### config.mk
export PLATFORM = sky130hd
export DESIGN_NAME = or1200_checker_resp
export DESIGN_NICKNAME = d
export VERILOG_FILES = /design/src/rtl/or1200_checker_resp.sv
export SDC_FILE = /design/constraint.sdc
export NUM_CORES = 1
export LEC_CHECK = 0
export ABC_AREA = 1
export BUFFER_PORTS_ARGS = -buffer_cell sky130_fd_sc_hd__buf_2
export CAP_MARGIN = 5
export CORE_AREA = 2 2 57 43
export DETAILED_ROUTE_END_ITERATION = 10
export DIE_AREA = 0 0 59 45
export GPL_ROUTABILITY_DRIVEN = 0
export PLACE_DENSITY = 0.59
export SLEW_MARGIN = 10
export SYNTH_ARGS = -nofsm -noshare
export SYNTH_HDL_FRONTEND = slang
export SYNTH_SLANG_ARGS = --single-unit
### constraint.sdc
create_clock -name clk -period 1.25 [get_ports clk]
set_input_delay 0.1875 -clock clk [delete_from_list [all_inputs] [get_ports clk]]
set_output_delay 0.1875 -clock clk [all_outputs]
set_load 0.01 [all_outputs]
### src/rtl/or1200_checker_resp.sv
// Checker response FSM: filters checker violations, raises an alarm handshake, then locks the CPU frozen.
// Optional violation logging is enabled with `define OR1200_CHECKER_RESP_LOG_EN.
module or1200_checker_resp #(
    parameter logic [3:0] filter_len = 4'd2
) (
    input  logic       clk,
    input  logic       rst,
    input  logic       sr_ok,
    input  logic       pipeline_ok,
    input  logic       mmus_ok,
    input  logic [2:0] secure_supv,
    input  logic       sr_sm,
    input  logic       chk_en,
    input  logic       alarm_ack,
    input  logic       clr_req,
    output logic       alarm_req,
    output logic       cpu_freeze_req,
    output logic       locked,
    output logic [3:0] viol_vec,
    output logic [7:0] viol_cnt
);

    typedef enum logic [1:0] {
        MONITOR = 2'd0,
        SUSPECT = 2'd1,
        ALARM   = 2'd2,
        LOCKED  = 2'd3
    } state_t;

    state_t     state_q, state_d;
    logic [3:0] fcnt_q, fcnt_d;
    logic       dec_supv;
    logic [3:0] v;
    logic       any_viol;

    assign dec_supv = ~^secure_supv;
    assign v        = {dec_supv != sr_sm, ~mmus_ok, ~pipeline_ok, ~sr_ok};
    assign any_viol = chk_en & (|v);

    always_comb begin
        state_d = state_q;
        fcnt_d  = fcnt_q;
        case (state_q)
            MONITOR: begin
                if (any_viol) begin
                    fcnt_d  = 4'd1;
                    state_d = (filter_len == 4'd1) ? ALARM : SUSPECT;
                end else begin
                    fcnt_d  = 4'd0;
                end
            end
            SUSPECT: begin
                if (!any_viol) begin
                    fcnt_d  = 4'd0;
                    state_d = MONITOR;
                end else if (4'(fcnt_q + 4'd1) == filter_len) begin
                    state_d = ALARM;
                end else begin
                    fcnt_d  = 4'(fcnt_q + 4'd1);
                end
            end
            // Ack is only meaningful once ALARM is the registered state.
            ALARM: begin
                if (alarm_ack) state_d = LOCKED;
            end
            LOCKED: begin
                if (clr_req && sr_sm) begin
                    fcnt_d  = 4'd0;
                    state_d = MONITOR;
                end
            end
            default: begin
                fcnt_d  = 4'd0;
                state_d = MONITOR;
            end
        endcase
    end

    always_ff @(posedge clk) begin
        if (rst) begin
            state_q <= MONITOR;
            fcnt_q  <= 4'd0;
        end else begin
            state_q <= state_d;
            fcnt_q  <= fcnt_d;
        end
    end

    assign alarm_req      = (state_q == ALARM);
    assign cpu_freeze_req = (state_q == ALARM) || (state_q == LOCKED);
    assign locked         = (state_q == LOCKED);

`ifdef OR1200_CHECKER_RESP_LOG_EN
    logic       enter_alarm;
    logic [3:0] viol_vec_q, viol_vec_d;
    logic [7:0] viol_cnt_q, viol_cnt_d;

    assign enter_alarm = (state_d == ALARM) && (state_q != ALARM);

    always_comb begin
        viol_vec_d = viol_vec_q;
        viol_cnt_d = viol_cnt_q;
        if (enter_alarm) begin
            viol_vec_d = v;
            if (viol_cnt_q != 8'hFF) viol_cnt_d = viol_cnt_q + 8'd1;
        end
    end

    always_ff @(posedge clk) begin
        if (rst) begin
            viol_vec_q <= 4'h0;
            viol_cnt_q <= 8'h00;
        end else begin
            viol_vec_q <= viol_vec_d;
            viol_cnt_q <= viol_cnt_d;
        end
    end

    assign viol_vec = viol_vec_q;
    assign viol_cnt = viol_cnt_q;
`else
    assign viol_vec = 4'h0;
    assign viol_cnt = 8'h00;
`endif

endmodule

==> parameters.txt <==
Parameter                              Value

Status
  Outcome    complete, but fails checks
  Failing checks    negative setup slack

Worst setup path
  Endpoint class of the critical path    flop
  Register-to-register path setup slack    -0.14 ns
  Kind of critical path    reg2reg
  Crit path cell chain    ha_4 > nand2_2 > inv_2 > nor2_2 > nor2_1 > nand2_1 > inv_1 > nand3_2 > nand2_4 > nand2_2 > o21ai_1 > nor2_1
  Path depth of the worst reg2reg path    12
  Kind of start point of the critical path    flop
  Required arrival time at the worst endpoint    1.38 ns
  WP depth    12
  Crit path arrival time    1.52 ns
  Worst path max stage delay    0.37 ns
  Critical register-to-register path startpoint    fcnt_q[1]
  Combined buffer and inverter count along the critical path    2
  Worst-path fanout max    5
  Max stage delay cell, worst path    dfxtp_4
  Cell type group with the largest total delay on the critical path    simple AND/OR/NAND/NOR gates
  Reg-to-reg critical path endpoint    fcnt_q[1]

Yosys
  Post-Synthesis Mean Instance Area    6.404 µm²
  Share of the yosys chip area belonging to registers    0.1705
  Register bit count reported by yosys    6
  Syn Inst Count    110
  Synth Warn #    0
  Netlist Area Pre-Place    704.4 µm²
  Yosys cell types    24

Pwr
  Total power consumption of the routed design    1.524 mW
  Ratio of total power to cell area    1613 nW/µm²
  Pleak    a little over 0.5 nW
  Worst voltage drop across the vdd grid    823.4 µV

Detailed routing
  Wire length reported by the detailed router    1.470 mm
  Drt first-iter violations    9
  Vias per std cell    4.311
  Detailed-route via count    694
  Number of iterations in the first detailed-routing pass    5
  Routed wire per std cell    9.130 µm
  Remaining design rule violation count    0
  Antenna-violating nets left    0

STA
  Final count of pins violating max slew    0
  Setup-failing EPs final    7
  Min Tclk post-route    1.387 ns
  Worst hold margin    0.1655 ns
  Final setup slack of the worst path    -0.1366 ns
  Final Hold Fails    0
  Fin Clk Skew    0.004374 ns
  Final setup TNS    -0.7498 ns
  Final period util    1.109
  RSZ-0062 raised after global routing    yes
  Maximum frequency from static timing analysis    0.7212 GHz

Global route
  Global-route wire length before repair    2.518 mm
  Number of antenna violations at the first check in global routing    0
  Vias in the first global route    652
  GRT Util Overall    0.1261
  Remaining global-route overflow    0
  Pin count of the biggest net entering global routing    6

Clock network
  Clk root buf    clkbuf_4
  Worst skew pair latency    0.24 ns
  Clock tree buffer depth    2
  TritonCTS clock tree    yes
  Hold Buf Count CTS    0
  Clock Pin Slew Worst Setup and Hold Paths    0.05 ns
  TritonCTS Sinks    6
  Num CTS Buffers    3
  Depth of the CTS H-tree    1

Flow run
  Max-cap violations    0

Floorplan
  Core region area    slightly above 2000 µm²
  I/O pin cnt    27
  Vertical die dimension    between 40 and 50 µm
  Effective utilization at floorplan    0.3408
  Die width    slightly below 60 µm
  Die area    2655 µm²
  Total number of placement rows    14

Min path
  Path type of the worst min-delay path    in2reg
  Start point of the worst min-delay path    rst
  Hold worst-path end    fcnt_q[0]
  Cell depth of the worst hold path    2

Layout
  Finished Cell Area    944.7 µm²
  Antenna Diode Count    0
  Proportion of layout cells with a drive suffix above 1    0.4234
  Post-layout net count    roughly 160
  Area added between synthesis and finish    34.10%

Place
  Area post-placement    840.8 µm²
  DP HPWL    1.216 mm
  Count of input and output buffers    14
==> power breakdown <==
group | switching, mW | internal (mW) | total (mW) | leakage (nW)
registers | 0.0832 | 0.263 | 0.346 | 0.0514
logic | 0.525 | 0.466 | 0.991 | 0.445
clock network | 0.0660 | 0.121 | 0.187 | 0.0150
total | 0.674 | 0.850 | 1.52 | 0.511
==> worst register-to-register path: cells and delay by family, from the launching register on <==
| family | cells | cell delay [ns] |
|---|---|---|
| and+or+nand+nor | 8 | 0.57 |
| AOI/OAI and AO/OA | 1 | 0.07 |
| adders and majority gates | 1 | 0.15 |
| buffers and inverters | 2 | 0.13 |
| DFF | 1 | 0.37 |
==> synthesized netlist by cell type <==
| library cell | count | share of area |
|---|---|---|
| mux2i_1 | 1 | 0.014 |
| o21ai_0 | 1 | 0.0071 |
| and3_2 | 1 | 0.011 |
| nand4_1 | 4 | 0.036 |
| nand4_2 | 1 | 0.018 |
| or2_2 | 1 | 0.0089 |
| a21boi_2 | 1 | 0.016 |
| o21ai_1 | 1 | 0.0071 |
| a21oi_2 | 2 | 0.025 |
| nand2_1 | 26 | 0.14 |
| dfxtp_1 | 6 | 0.17 |
| nand2_2 | 5 | 0.044 |
| ha_1 | 7 | 0.12 |
| buf_4 | 12 | 0.13 |
| nor2_2 | 1 | 0.0089 |
| inv_2 | 1 | 0.0053 |
| conb_1 | 1 | 0.0053 |
| nand3_1 | 3 | 0.021 |
| a21oi_1 | 2 | 0.014 |
| nand2_4 | 1 | 0.016 |
| nor3_1 | 1 | 0.0071 |
| nor2_1 | 12 | 0.064 |
| inv_1 | 18 | 0.096 |
| nand3_2 | 1 | 0.014 |
==> per-layer routing <==
layer  part of all wire  global-route usage  vias to the layer above
li1                   -                   -                      373
met3              0.044             0.05444                        0
met4                  0             0.01364                        0
met2               0.47              0.2200                       18
met1               0.49              0.1498                      303
met5                  0                   0                        -
==> area by class of cell <==
| class | instances | area [µm²] |
|---|---|---|
| fillers | 222 | 1122 |
| multi-input cells | 84 | 520.5 |
| repair buffers | 24 | 161.4 |
| flip-flops and latches | 6 | 132.6 |
| inverters | 19 | 73.82 |
| well taps | 24 | 30.03 |
| clock buffers | 4 | 26.28 |
==> cell families after synthesis <==
group	Yosys count	synth area share
and+or+nand+nor	57	0.3872
buffers and inverters	31	0.2291
AOI/OAI and AO/OA	7	0.06926
adders and majority gates	7	0.1243
DFF	6	0.1705
muxes	1	0.01421
other	1	0.005323
==> layout by cell type, fill, tap and decap left out, types with 2 or more instances in the layout <==
| master | synthesis | routed |
|---|---|---|
| buf_2 | 0 | 12 |
| buf_6 | 0 | 3 |
| dfxtp_4 | 0 | 3 |
| conb_1 | 1 | 12 |
| nand4_1 | 4 | 4 |
| nand3_1 | 3 | 3 |
| a21oi_2 | 2 | 3 |
| nor2_1 | 12 | 10 |
| nor2_2 | 1 | 3 |
| ha_4 | 0 | 3 |
| dfxtp_1 | 6 | 2 |
| nand2_2 | 5 | 8 |
| nand2_1 | 26 | 23 |
| buf_4 | 12 | 9 |
| clkbuf_4 | 0 | 3 |
| inv_1 | 18 | 15 |
| ha_1 | 7 | 4 |
| inv_2 | 1 | 3 |
==> worst max path at each step <==
stage,from,to
after floorplan,fcnt_q[0],fcnt_q[1]
after global placement,fcnt_q[0],fcnt_q[1]
after detailed placement,fcnt_q[0],fcnt_q[1]
after CTS,state_q[0],state_q[0]
after global routing,fcnt_q[1],fcnt_q[1]
final,fcnt_q[1],fcnt_q[1]
==> what timing repair did <==
| action | in CTS | in global routing |
|---|---|---|
| endpoints found under the setup margin | 7 | 8 |
| buffers inserted | 2 | 1 |
| pin swaps | 2 | 6 |
| gates resized for setup | 12 | 8 |
| gates cloned | 0 | 0 |
==> through the flow <==
stage	utilization	std cells	worst slack (ns)
4_1_cts	0.4498	161	-0.1346
5_1_grt	0.4570	161	-0.2581
2_1_floorplan	-	121	-0.04815
6_report	0.4570	161	-0.1366
3_5_place_dp	0.4068	155	-0.1190
3_3_place_gp	0.4068	155	-0.1137
(Power assumes the default switching activity.)
